File: src/rtl/score_seq_pkg.sv
// Shared types and defaults for the rhythm-game score sequencer: FSM states,
// judgement results, default timing/score constants and the slot judgement rule.
package score_seq_pkg;

    localparam int DEF_WINDOW_CYCLES = 1000000;
    localparam int DEF_HIT_POINTS    = 10;
    localparam int DEF_MISS_PENALTY  = 5;
    localparam int CNT_W             = 24;

    typedef enum logic [1:0] {
        ST_IDLE   = 2'd0,
        ST_WINDOW = 2'd1,
        ST_JUDGE  = 2'd2
    } state_t;

    typedef enum logic [1:0] {
        JR_NEUTRAL = 2'd0,
        JR_HIT     = 2'd1,
        JR_MISS    = 2'd2
    } judge_t;

    // An empty slot is only neutral if nothing was pressed; otherwise presses must match exactly.
    function automatic judge_t judge_slot(input logic [2:0] note, input logic [2:0] cap);
        judge_t r;
        if (note == 3'b000) begin
            if (cap == 3'b000) begin
                r = JR_NEUTRAL;
            end else begin
                r = JR_MISS;
            end
        end else if (cap == note) begin
            r = JR_HIT;
        end else begin
            r = JR_MISS;
        end
        return r;
    endfunction

endpackage

File: src/rtl/input_edge_capture.sv
// Button rising-edge detector with a clearable capture register; cap_final
// folds in the current cycle's edges so a press on the last window cycle counts.
module input_edge_capture (
    input  logic       clk,
    input  logic       resetn,
    input  logic       clear,
    input  logic       enable,
    input  logic [2:0] player_input,
    output logic [2:0] cap_final
);

    logic [2:0] prev_q;
    logic [2:0] prev_d;
    logic [2:0] cap_q;
    logic [2:0] cap_d;
    logic [2:0] edge_s;

    // Edge detection and capture next-state
    always_comb begin
        edge_s = player_input & ~prev_q;
        prev_d = player_input;
        if (clear) begin
            cap_d = 3'b000;
        end else if (enable) begin
            cap_d = cap_q | edge_s;
        end else begin
            cap_d = cap_q;
        end
    end

    assign cap_final = cap_q | edge_s;

    // prev resets to all-pressed so buttons held through reset give no edge
    always_ff @(posedge clk) begin
        if (!resetn) begin
            prev_q <= 3'b111;
            cap_q  <= 3'b000;
        end else begin
            prev_q <= prev_d;
            cap_q  <= cap_d;
        end
    end

endmodule

File: src/rtl/score_sequencer.sv
// Rhythm-game slot sequencer: opens a hit window per beat_tick, judges the
// captured presses and updates a saturating score and combo.
// Optional macro SCORE_COMBO_BONUS_EN adds (combo >> 3) to every hit.
module score_sequencer
    import score_seq_pkg::*;
#(
    parameter int WINDOW_CYCLES = DEF_WINDOW_CYCLES,
    parameter int SCORE_W       = 16,
    parameter int HIT_POINTS    = DEF_HIT_POINTS,
    parameter int MISS_PENALTY  = DEF_MISS_PENALTY
) (
    input  logic               clk,
    input  logic               resetn,
    input  logic               beat_tick,
    input  logic [2:0]         notes,
    input  logic [2:0]         player_input,
    output logic [SCORE_W-1:0] score,
    output logic [7:0]         combo,
    output logic               hit_pulse,
    output logic               miss_pulse,
    output logic               busy,
    output logic               overrun
);

    localparam int SUM_W = SCORE_W + 2;
    localparam logic [SUM_W-1:0] SCORE_MAX_EXT = SUM_W'({SCORE_W{1'b1}});
    localparam logic [CNT_W-1:0] LAST_CNT      = CNT_W'(WINDOW_CYCLES - 1);

    state_t             state_q, state_d;
    logic [2:0]         note_q, note_d;
    logic [CNT_W-1:0]   cnt_q, cnt_d;
    logic [SCORE_W-1:0] score_q, score_d;
    logic [7:0]         combo_q, combo_d;
    logic               hit_q, hit_d;
    logic               miss_q, miss_d;
    logic               busy_q, busy_d;
    logic               overrun_q, overrun_d;

    logic               cap_clear_s;
    logic               cap_en_s;
    logic [2:0]         cap_final_s;
    judge_t             result_s;
    logic [SUM_W-1:0]   hit_delta_s;
    logic [SUM_W-1:0]   hit_sum_s;

    input_edge_capture u_capture (
        .clk          (clk),
        .resetn       (resetn),
        .clear        (cap_clear_s),
        .enable       (cap_en_s),
        .player_input (player_input),
        .cap_final    (cap_final_s)
    );

    // Hit delta, optionally boosted by the pre-increment combo
    always_comb begin
`ifdef SCORE_COMBO_BONUS_EN
        hit_delta_s = SUM_W'(HIT_POINTS) + SUM_W'(combo_q >> 3);
`else
        hit_delta_s = SUM_W'(HIT_POINTS);
`endif
        hit_sum_s = {2'b00, score_q} + hit_delta_s;
    end

    // Sequencing, judgement and saturating score/combo next-state
    always_comb begin
        state_d     = state_q;
        note_d      = note_q;
        cnt_d       = cnt_q;
        score_d     = score_q;
        combo_d     = combo_q;
        hit_d       = 1'b0;
        miss_d      = 1'b0;
        cap_clear_s = 1'b0;
        cap_en_s    = 1'b0;
        result_s    = JR_NEUTRAL;
        overrun_d   = overrun_q | (beat_tick & (state_q != ST_IDLE));

        case (state_q)
            ST_IDLE: begin
                if (beat_tick) begin
                    note_d      = notes;
                    cnt_d       = {CNT_W{1'b0}};
                    cap_clear_s = 1'b1;
                    state_d     = ST_WINDOW;
                end else begin
                    state_d = ST_IDLE;
                end
            end
            ST_WINDOW: begin
                cap_en_s = 1'b1;
                if (cnt_q == LAST_CNT) begin
                    result_s = judge_slot(note_q, cap_final_s);
                    state_d  = ST_JUDGE;
                    case (result_s)
                        JR_HIT: begin
                            hit_d = 1'b1;
                            if (hit_sum_s > SCORE_MAX_EXT) begin
                                score_d = {SCORE_W{1'b1}};
                            end else begin
                                score_d = hit_sum_s[SCORE_W-1:0];
                            end
                            if (combo_q == 8'hFF) begin
                                combo_d = 8'hFF;
                            end else begin
                                combo_d = combo_q + 8'd1;
                            end
                        end
                        JR_MISS: begin
                            miss_d  = 1'b1;
                            combo_d = 8'd0;
                            if (score_q >= SCORE_W'(MISS_PENALTY)) begin
                                score_d = score_q - SCORE_W'(MISS_PENALTY);
                            end else begin
                                score_d = {SCORE_W{1'b0}};
                            end
                        end
                        default: begin
                            score_d = score_q;
                        end
                    endcase
                end else begin
                    cnt_d = cnt_q + CNT_W'(1);
                end
            end
            ST_JUDGE: begin
                state_d = ST_IDLE;
            end
            default: begin
                state_d = ST_IDLE;
            end
        endcase

        busy_d = (state_d != ST_IDLE);
    end

    // FSM and registered outputs
    always_ff @(posedge clk) begin
        if (!resetn) begin
            state_q   <= ST_IDLE;
            note_q    <= 3'b000;
            cnt_q     <= {CNT_W{1'b0}};
            score_q   <= {SCORE_W{1'b0}};
            combo_q   <= 8'd0;
            hit_q     <= 1'b0;
            miss_q    <= 1'b0;
            busy_q    <= 1'b0;
            overrun_q <= 1'b0;
        end else begin
            state_q   <= state_d;
            note_q    <= note_d;
            cnt_q     <= cnt_d;
            score_q   <= score_d;
            combo_q   <= combo_d;
            hit_q     <= hit_d;
            miss_q    <= miss_d;
            busy_q    <= busy_d;
            overrun_q <= overrun_d;
        end
    end

    assign score      = score_q;
    assign combo      = combo_q;
    assign hit_pulse  = hit_q;
    assign miss_pulse = miss_q;
    assign busy       = busy_q;
    assign overrun    = overrun_q;

endmodule

File: config.mk
export PLATFORM = sky130hd
export DESIGN_NAME = score_sequencer
export DESIGN_NICKNAME = d
export VERILOG_FILES = /design/src/rtl/score_seq_pkg.sv /design/src/rtl/input_edge_capture.sv /design/src/rtl/score_sequencer.sv
export SDC_FILE = /design/constraint.sdc
export NUM_CORES = 1
export LEC_CHECK = 0
export BUFFER_PORTS_ARGS = -buffer_cell sky130_fd_sc_hd__buf_2
export CORE_MARGIN = 1.5
export CORE_UTILIZATION = 30
export DETAILED_ROUTE_END_ITERATION = 16
export PLACE_DENSITY = 0.59
export SYNTH_ARGS = -nofsm -noshare
export SYNTH_HDL_FRONTEND = slang
export SYNTH_SLANG_ARGS = --single-unit
File: constraint.sdc
create_clock -name clk -period 2.4 [get_ports clk]
set_clock_uncertainty 0.05 [all_clocks]
set_input_delay 0.48 -clock clk [delete_from_list [all_inputs] [get_ports clk]]
set_output_delay 0.48 -clock clk [all_outputs]
set_load 0.03 [all_outputs]
==> results of run 1 <==
[per-layer routing]
metal / vias up / global-route usage [%]
met5: - / 0
met4: 0 / 8.94
met2: 88 / 30.6
met3: 34 / 3.77
met1: 1882 / 21.1
li1: 1957 / -
[critical path: cells and delay by family, from the launching register on]
kind | cells | cell delay (ps)
buffers and inverters | 2 | 280
AOI/OAI and AO/OA | 3 | 540
and+or+nand+nor | 3 | 1140
DFF | 1 | 310
[state kept, by name, indices dropped and copies added (netlist names)]
signal            count
busy                  1
cnt_q                24
combo                 8
hit_pulse             1
miss_pulse            1
note_q                3
overrun               1
score                16
state_q               2
u_capture.cap_q       3
u_capture.prev_q      3
[cell type report]
cell class	count	area [sq um]
clock inverter	5	85.1
multi-input combinational	368	2460
tap	172	215
timing repair buffer	116	825
clock buffer	11	264
sequential	63	1270
fill	1284	7350
inverter	14	52.6
[kinds of logic after synthesis]
| logic type | after synthesis |
|---|---|
| multiplexers | 4 |
| AO/OA/AOI/OAI | 132 |
| XOR/XNOR | 28 |
| flip-flops | 63 |
| adder cells (fa/ha/maj) | 6 |
| buffers and inverters | 49 |
| AND/OR/NAND/NOR | 198 |
[cell usage in the layout (no fill, tap or decap), types with 7 or more instances in the layout]
| cell type | netlist | final |
|---|---|---|
| o21ai_0 | 19 | 18 |
| nor2b_1 | 7 | 7 |
| nor3_1 | 7 | 7 |
| xnor2_1 | 21 | 21 |
| a21oi_1 | 34 | 34 |
| nand2b_1 | 14 | 14 |
| buf_2 | 6 | 36 |
| nand4_1 | 9 | 9 |
| nor2_1 | 47 | 46 |
| or3_1 | 11 | 10 |
| a211oi_1 | 16 | 15 |
| nand2_1 | 33 | 33 |
| inv_1 | 14 | 14 |
| buf_4 | 3 | 73 |
| clkbuf_16 | 0 | 10 |
| nand3_1 | 22 | 22 |
| xor2_1 | 7 | 7 |
| dfxtp_1 | 63 | 60 |
[Yosys cell counts (all sizes together), types with 2 or more instances]
master   instances
nor2b            7
or2              4
o21ai           24
o211a            5
nor3b            5
o22ai            4
a41oi            3
nor4             6
a211oi          18
o21a             2
a2111oi          3
a21boi           2
xor2             7
mux2i            4
a21oi           34
a211o            5
o2111ai          2
a31oi            3
nand2b          14
nor2            48
ha               6
and3             7
o221ai           2
nor3             9
nand4            9
xnor2           21
nand3           22
or3             11
and4             6
or4b             2
or4              8
nand2           33
inv             14
a311oi           2
o221a            3
dfxtp           63
clkbuf          23
o32ai            3
buf             12
a22oi            6
nand3b           3
[through the flow]
step	worst slack, ps	instance area (sq um)	util, %
after floorplan	3.01	3860	-
after global placement	-24.3	4640	37.1
after detailed placement	-80.2	4640	37.1
after CTS	-12.7	5040	40.3
after global routing	-127	5170	41.3
final	-24.6	5170	41.3
[report_power, final]
group | total [mW] | internal [mW] | leakage (nW) | switching, mW
combinational | 0.253 | 0.103 | 1.38 | 0.150
sequential | 1.07 | 1.06 | 0.512 | 0.00959
clock | 1.52 | 1.01 | 0.167 | 0.511
[what timing repair did]
item                       4_1_cts  5_1_grt
gates cloned                     0        1
setup endpoints to repair       18       25
pin swaps                        2        9
setup buffers                    1        6
gates resized for setup          9       18
[worst paths after layout]
kind / slack (ps) / from / to
worst max register to register: -20 / cnt_q[21]$_SDFFE_PN0P_ / score[6]$_SDFFE_PN0P_
worst max-delay path: -20 / cnt_q[21]$_SDFFE_PN0P_ / score[6]$_SDFFE_PN0P_
worst min-delay path: 300 / player_input[0] / u_capture.prev_q[0]$_SDFF_PN1_
worst min register to register: 390 / overrun$_SDFF_PN0_ / overrun$_SDFF_PN0_
==> results.md, run 1 <==
* Final Cycle Share at 101%
* N_diodes at 0
* Num CTS Buffers at 9
* Syn_area_per_cell at 7.98 sq um
* GRT Overall Usage at 17.9%
* Hold Vio Cnt, Final at 0
* Die W at 116 um
* Synth warnings at 0
* Critical Path RT at 2590 ps
* CTS clock-pin slew for the worst setup and hold paths at 60 ps
* Worst Hold Class: input pin to flip-flop
* Row count at 41
* Buffers on Ports at 36
* Met3 wire len at 455 um
* Hold Worst Slack at 305 ps
* Post-synthesis adder-cell area fraction at 1.96%
* Initial DRC count at 266
* Placer's final routability congestion estimate at 0.899
* Final WS setup at -24.6 ps
* Largest family of logic cells by synthesized area: simple AND/OR/NAND/NOR gates
* Cell Area, Synth at 0.00383 sq mm
* Synth top area share at 32.9%
* Global-route wire length before repair at 18.9 mm
* Primary FF master, synth: dfxtp_1
* Async set or reset register ratio after synthesis at 0%
* Area growth, synth to finish at 35.0%
* Number of synthesized flops with an enable pin at 0
* Area contributors post-synth: dfxtp_1 33%, xnor2_1 4.8%, nor2_1 4.6%, a21oi_1 4.4%, nand2_1 3.2%
* DRC Markers at 0
* Final setup viols at 6
* Peak Freq at 412 MHz
* Power after layout at 2.84 mW
* Initial antenna violation count at 0
* Slew Viols, Final at 0
* Net count after synthesis at 495
* Distinct cells, synth at 67
* Cts hold-fix bufs at 0
* Multiplexer share of the synthesized area at 1.05%
* CP endpoint kind: flip-flop
* Biggest area consumer among synthesized cells: dfxtp_1
* Post-Synth Simple-Gate Area at 28.0%
* Final TNS setup at -76.7 ps
* Post-DR wirelength/cell at 15.4 um
* Arr. time, crit path at 2610 ps
* CTS Sinks at 63
* Core area at 0.0125 sq mm
* Met1 WL at 4.97 mm
* RSZ-0062 raised after global routing: true
* Die H at 116 um
* VDD IR max at 0.329 mV
* Post-Route WL at 11.5 mm
* Status: finished, violations left
* Post-Synthesis Cells at 480
* Largest net degree at the start of global routing at 23
* CP startpoint kind: flip-flop
* Leakage power at 2.06 nW
* CTS tree: built
* Deepest clock path buffer count at 2
* Top Layer Used: met4
* Post-synthesis compound-gate area fraction at 24.2%
* I/O pin total at 37
* Number of global-route vias before repair at 3909
* 1st-pass router iterations at 4
* CP Max Fanout at 6
* Clock Latency Late Sink at 340 ps
* Via Count at 3961
* HPWL Detailed at 8.45 mm
* Max_slew headroom at 43.8%
* Placed cell count at 725
* Slowest stage delay, CP at 560 ps
* Failing checks: setup timing
* Die Footprint at 0.0134 sq mm
* Layout cell share with drive strength beyond 1 at 28.9%
* Crit-path slowest cell: or4_4
* P per Cell Area at 549 mW/mm^2
* WHS Path Cells at 2
* Met2 wire len at 5.72 mm
* #FFs+latches synth at 63
* Max_cap viols at 0
* Critical path cell sequence: or4b_4 -> or4_4 -> a311oi_4 -> buf_4 -> buf_6 -> o221a_2 -> a311o_1 -> nand2_1
* Vias/cell at 5.29
* Gr ovfl total at 0
* Final Critical Period at 2420 ps
* Critical path class: flip-flop to flip-flop
* Worst Tran Pin Value at 841 ps
* Register area share after synthesis at 32.9%
* Post-synthesis xor/xnor area fraction at 6.41%
* Nets at 587
* CTS Root Cell: clkbuf_16
* H-Tree Level Count at 3
* Initial Util at 30.6%
* Final ANT Viol Nets at 0
* Reg2reg path depth at 8
* Fin cells at 749
(Power assumes the default switching activity.)
==> run 2, diff against run 1 <==
CORE_UTILIZATION = 54   (was 30)
PLACE_DENSITY = 0.88   (was 0.59)
==> run 2 against run 1 <==
The flow still finishes with violations (setup timing). Sequential share of layout area rose by 1.6 points. Worst hold slack got worse by 30 ps. Setup slack lost 63 ps. Non-clock buffer count fell by 7. First-iteration DRC count grew 61%. Utilization increased by 30 points. Clock power is 40% lower. Die area decreased by 43%.
==> results.md, run 2 (same netlist as run 1, synthesis figures left out) <==
* WP depth at 7 (-1)
* Final Cell Area at 0.00485 sq mm (-6.1%)
* Multi-input logic area at 0.00245 sq mm (-0.20%)
* Gr ovfl total at 0 (unchanged)
* Via Count at 4282 (+8.1%)
* Final WS setup at -87.7 ps (-63.1 ps)
* Largest net degree at the start of global routing at 22 (-4.3%)
* Area growth, synth to finish at 26.8%
* Initial Util at 56.0% (+25 points)
* Post-DR wirelength/cell at 18.5 um (+20%)
* Most frequent cells in the layout: 65 x buf_4, 58 x dfxtp_1, 46 x nor2_1
* Initial antenna violation count at 0 (unchanged)
* Global-route wire length before repair at 18.9 mm (about the same)
* WHS Path Cells at 2 (unchanged)
* Worst Tran Pin Value at 870 ps (+28.1 ps)
* Nets at 580 (-1.2%)
* N_diodes at 0 (unchanged)
* Failing checks: setup timing
* CTS clock-pin slew for the worst setup and hold paths at 70 ps (about the same)
* Row count at 30 (-27%)
* Critical path class: flip-flop to flip-flop
* Leakage power at 1.94 nW (-5.7%)
* FF/Latch Area at 0.00127 sq mm (unchanged)
* CTS Sinks at 63 (unchanged)
* Dpl cell area at 0.00448 sq mm (-3.5%)
* I/O pin total at 37 (unchanged)
* Crit-path slowest cell: or4_4
* Die Footprint at 0.00760 sq mm (-43%)
* Max reg flops at 24 (unchanged)
* CP Max Fanout at 4 (-2)
* Initial DRC count at 428 (+61%)
* Largest reg by FF count: cnt_q
* Status: finished, violations left
* Most common library cell in the layout ignoring fill and taps: buf_4
* HPWL Detailed at 7.96 mm (-5.8%)
* Cell family with most CP delay: simple AND/OR/NAND/NOR gates
* H-Tree Level Count at 3 (unchanged)
* Final setup viols at 13 (+7)
* Placed cell count at 642 (-11%)
* CP endpoint kind: flip-flop
* Max_slew headroom at 42.0% (-1.9 points)
* Peak Freq at 402 MHz (-2.5%)
* Clock Latency Late Sink at 350 ps (about the same)
* Max_cap viols at 0 (unchanged)
* CP startpoint kind: flip-flop
* Fillers at 552 (-57%)
* Slowest stage delay, CP at 550 ps (about the same)
* GRT Overall Usage at 31.9% (+14 points)
* Num CTS Buffers at 9 (unchanged)
* RSZ-0062 raised after global routing: true
* Crit path from: cnt_q[6]$_SDFFE_PN0P_
* Final Critical Period at 2490 ps (+63.1 ps)
* DRC Markers at 0 (unchanged)
* VDD IR max at 0.349 mV (+5.9%)
* Die W at 87.2 um (-25%)
* Number of global-route vias before repair at 4093 (+4.7%)
* Final Cycle Share at 104% (+2.6 points)
* CTS tree: built
* Core area at 0.00683 sq mm (-45%)
* Layout cell share with drive strength beyond 1 at 28.3% (-0.65 points)
* Final ANT Viol Nets at 0 (unchanged)
* Critical path cell sequence: or4_4 -> or4_4 -> a311oi_2 -> buf_4 -> o21ai_1 -> o221ai_1 -> a211oi_1
* P per Cell Area at 462 mW/mm^2 (-16%)
* Worst R2R Start: cnt_q[6]$_SDFFE_PN0P_
* Worst Hold Class: input pin to flip-flop
* Most Frequent Cell on Critical Path: or4_4
* Hold Vio Cnt, Final at 0 (unchanged)
* Fin cells at 665 (-11%)
* Critical Path RT at 2580 ps (about the same)
* Die H at 87.2 um (-25%)
* Slew Viols, Final at 0 (unchanged)
* Worst Path Buf+Inv at 1 (-1)
* Arr. time, crit path at 2670 ps (+60 ps)
* Deepest clock path buffer count at 2 (unchanged)
* Buffers on Ports at 36 (unchanged)
* Reg2reg path depth at 7 (-1)
* CTS Root Cell: clkbuf_8
* Setup WS pre-CTS at -78.5 ps (+1.75 ps)
* Post-Route WL at 12.3 mm (+6.5%)
* Hold Crit Start: player_input[2]
* Vias/cell at 6.44 (+22%)
* 1st-pass router iterations at 5 (+1)
* Placer's final routability congestion estimate at 0.985 (+9.6%)
run 2: changes by cell type in the layout (fill, tap and decap cells not counted), moves of 3 or more:
| cell | before | now |
|---|---|---|
| clkbuf_16 | 10 | 1 |
| o21ai_1 | 5 | 8 |
| dfxtp_2 | 1 | 4 |
| buf_4 | 73 | 65 |
| clkbuf_8 | 1 | 11 |
| o21ai_0 | 18 | 15 |
run 2: final cells by class:
class / instances / share of cell area (%)
multi-input cells: 368 / 50.6
flip-flops and latches: 63 / 26.2
repair buffers: 109 / 15.8
clock buffers: 13 / 3.71
well taps: 96 / 2.47
inverters: 14 / 1.08
clock inverters: 2 / 0.258
run 2: per-stage QoR:
step / setup TNS, ps / util (%) / total power [mW] / hold slack (ps)
floorplan: 0 / - / 1.24 / 403
global placement: -61.2 / 65.6 / 1.31 / 384
detailed placement: -546 / 65.6 / 1.32 / 404
CTS: -7.22 / 69.1 / 2.21 / 273
global route: -997 / 71.0 / 2.30 / 294
finish: -558 / 71.0 / 2.24 / 275
run 2: final timing paths:
kind	slack (ps)	endpoint
setup reg to reg	-90	score[0]$_SDFFE_PN0P_
hold / removal	280	u_capture.prev_q[2]$_SDFF_PN1_
setup / recovery	-90	score[0]$_SDFFE_PN0P_
hold reg to reg	410	overrun$_SDFF_PN0_
run 2: timing repair:
item | 4_1_cts | 5_1_grt
endpoints found under the setup margin | 16 | 33
hold buffers | 0 | 0
resized for setup | 9 | 26
setup buffers | 2 | 4
cloned | 1 | 1
pin swaps | 1 | 16
run 2: power by group:
group / internal, mW / switching [mW]
clock: 0.487 / 0.426
sequential: 1.06 / 0.0104
combinational: 0.100 / 0.162
run 2: layer usage:
layer	GRT usage, %	vias to the layer above	wire length (um)
met2	52.3	257	5900
met4	15.2	0	346
met1	41.0	2038	4930
met3	5.21	40	1110
li1	-	1947	-
met5	0	-	0
==> run 3, diff against run 2 <==
ABC_AREA = 1   (was not set)
==> run 3 against run 2 <==
Sequential power is essentially flat. The flow now finishes without violations. Count of clock-buffer cells in the layout shrank 4. Die area grew 3.2%. Synthesized cell count grew 34%. Critical path type unchanged. Critical path depth grew 6.
==> results.md, run 3 <==
* Status: finished clean
* WHS Path Cells at 3 (+1)
* Gr ovfl total at 0 (unchanged)
* Core area at 0.00718 sq mm (+5.0%)
* N_diodes at 0 (unchanged)
* Most frequent cells in the layout: 157 x nand2_1, 83 x nor2_1, 73 x inv_1
* Final Cell Area at 0.00457 sq mm (-5.7%)
* Critical Path RT at 2630 ps (+50 ps)
* Initial antenna violation count at 0 (unchanged)
* Biggest area consumer among synthesized cells: dfxtp_1
* Deepest clock path buffer count at 2 (unchanged)
* P per Cell Area at 525 mW/mm^2 (+14%)
* Synth top area share at 31.9% (-1.1 points)
* Multiplexer share of the synthesized area at 0% (-1.0 points)
* Slew Viols, Final at 0 (unchanged)
* Post-synthesis xor/xnor area fraction at 2.66% (-3.7 points)
* Die H at 88.6 um (+1.6%)
* Fin cells at 798 (+20%)
* Layout cell share with drive strength beyond 1 at 12.9% (-15 points)
* Area contributors post-synth: dfxtp_1 32%, nand2_1 15%, nor2_1 8.1%, nand3_1 7.7%, inv_1 6.9%
* DRC Markers at 0 (unchanged)
* Via Count at 4483 (+4.7%)
* CTS tree: built
* #FFs+latches synth at 63 (unchanged)
* Arr. time, crit path at 2460 ps (-210 ps)
* Area growth, synth to finish at 15.6%
* Largest family of logic cells by synthesized area: simple AND/OR/NAND/NOR gates
* Async set or reset register ratio after synthesis at 0% (unchanged)
* Buffers on Ports at 36 (unchanged)
* Vias/cell at 5.62 (-13%)
* Max reg flops at 24 (unchanged)
* Worst Hold Class: input pin to flip-flop
* Final setup viols at 0 (-13)
* Final Critical Period at 2220 ps (-263 ps)
* Nets at 709 (+22%)
* Post-DR wirelength/cell at 13.7 um (-26%)
* Peak Freq at 449 MHz (+12%)
* Die Footprint at 0.00785 sq mm (+3.2%)
* HPWL Detailed at 7.89 mm (-0.87%)
* Post-synthesis compound-gate area fraction at 15.1% (-9.0 points)
* Distinct cells, synth at 39 (-42%)
* CTS Root Cell: clkbuf_8
* Synth warnings at 0 (unchanged)
* Number of global-route vias before repair at 3986 (-2.6%)
* CTS Sinks at 63 (unchanged)
* Num CTS Buffers at 9 (unchanged)
* Global-route wire length before repair at 18.0 mm (-4.7%)
* Max_cap viols at 0 (unchanged)
* Register area share after synthesis at 31.9% (-1.1 points)
* Placer's final routability congestion estimate at 0.941 (-4.5%)
* CP startpoint kind: flip-flop
* Die W at 88.6 um (+1.6%)
* Post-Synthesis Cells at 643 (+34%)
* Net count after synthesis at 658 (+33%)
* Critical path class: flip-flop to flip-flop
* Post-synthesis adder-cell area fraction at 1.90% (-0.063 points)
* Post-CTS setup buffer count at 0 (-2)
* GRT Overall Usage at 29.3% (-2.6 points)
* Final ANT Viol Nets at 0 (unchanged)
* Post-Synth Simple-Gate Area at 39.0% (+11 points)
* Placed cell count at 782 (+22%)
* 1st-pass router iterations at 5 (unchanged)
* Syn_area_per_cell at 6.15 sq um (-23%)
* Largest net degree at the start of global routing at 22 (unchanged)
* Top-count cell post-synth: nand2_1
* Row count at 31 (+3.3%)
* Initial DRC count at 448 (+4.7%)
* CTS clock-pin slew for the worst setup and hold paths at 70 ps (about the same)
* I/O pin total at 37 (unchanged)
* Final Cycle Share at 92.7% (-11 points)
* Worst Tran Pin Value at 453 ps (-417 ps)
* Leakage power at 1.95 nW (+0.40%)
* Initial Util at 55.1% (-0.91 points)
* Clock Latency Late Sink at 360 ps (about the same)
* Max_slew headroom at 69.7% (+28 points)
* CP endpoint kind: flip-flop
* Most common library cell in the layout ignoring fill and taps: nand2_1
* Cell Area, Synth at 0.00396 sq mm (+3.3%)
* Dpl cell area at 0.00434 sq mm (-3.2%)
* Synth top cells by count: 158 x nand2_1, 85 x nor2_1, 73 x inv_1
* Largest reg by FF count: cnt_q
* Reg2reg path depth at 13 (+6)
* H-Tree Level Count at 3 (unchanged)
* VDD IR max at 0.399 mV (+14%)
* Hold Vio Cnt, Final at 0 (unchanged)
* Post-Route WL at 11.0 mm (-11%)
* CP Max Fanout at 13 (+9)
* Primary FF master, synth: dfxtp_1
* Number of synthesized flops with an enable pin at 0 (unchanged)
==> run 3: cell count changes in the layout (fill, tap and decap cells not counted), sizes merged, moves of 13 or more <==
cell / change
a21oi: +19
o21ai: +21
nand3: +39
nor3: +13
inv: +63
xnor2: -20
nand2: +126
nand2b: -14
buf: -50
nor2: +40
a211oi: -14
==> run 3: path summary, 6_finish.rpt <==
check / slack, ps / end / startpoint
max: 180 / score[1]$_SDFFE_PN0P_ / score[1]$_SDFFE_PN0P_
min: 280 / u_capture.prev_q[2]$_SDFF_PN1_ / player_input[2]
max reg2reg: 180 / score[1]$_SDFFE_PN0P_ / score[1]$_SDFFE_PN0P_
min reg2reg: 420 / overrun$_SDFF_PN0_ / overrun$_SDFF_PN0_
==> run 3: logic make-up (layout without fill, tap and decap cells) <==
logic type / after synthesis / after routing
and+or+nand+nor: 357 / 357
AOI/OAI and AO/OA: 111 / 111
buffers and inverters: 94 / 150
DFF: 63 / 63
xor gates and xnor gates: 12 / 12
adders and majority gates: 6 / 6
==> run 3: stage by stage <==
step	utilization (%)	hold slack (ps)	power, mW	worst slack [ps]	setup TNS (ps)
after floorplan	-	396	1.25	247	0
after global routing	63.7	276	2.49	-1.98	-1.98
after global placement	60.5	390	1.32	42.7	0
final	63.7	276	2.40	175	0
after detailed placement	60.5	411	1.33	-12.2	-12.2
after CTS	63.7	274	2.40	80.6	0
==> run 3: final cells by class <==
| type | count | area, sq um |
|---|---|---|
| multi-input cells | 486 | 2330 |
| inverters | 75 | 282 |
| clock inverters | 7 | 103 |
| well taps | 99 | 124 |
| clock buffers | 9 | 124 |
| fillers | 651 | 2600 |
| repair buffers | 59 | 353 |
| flip-flops and latches | 63 | 1260 |
==> run 3: report_power, final <==
group,total [mW],switching [mW],internal [mW]
combinational,0.243,0.163,0.0803
sequential,1.07,0.00824,1.06
clock,1.09,0.494,0.597
total,2.40,0.665,1.74
==> run 3: critical path, cell delays in order, from the launching register on <==
cell	delay (ps)
dfxtp_1	310
buf_4	150
ha_1	240
nor2_2	210
nor2_4	100
nor2_1	170
nand3_1	110
nor2_1	120
nand2_1	60
nor2_1	110
nand2_2	210
nand3_1	140
nand2_1	60
a21oi_1	120
==> run 3: layer usage <==
layer	part of all wire, %	GRT usage (%)	vias up	wire (um)
li1	-	-	2209	-
met1	42	38.8	1999	4650
met2	47	46.6	233	5110
met3	8.2	5.32	42	901
met4	2.7	13.2	0	301
met5	0	0	-	0
==> run 3: what timing repair did <==
item / CTS / global route
hold buffers: 0 / 0
pin swaps: 0 / 0
endpoints found under the setup margin: 8 / 15
gates cloned: 0 / 0
resized for setup: 1 / 3
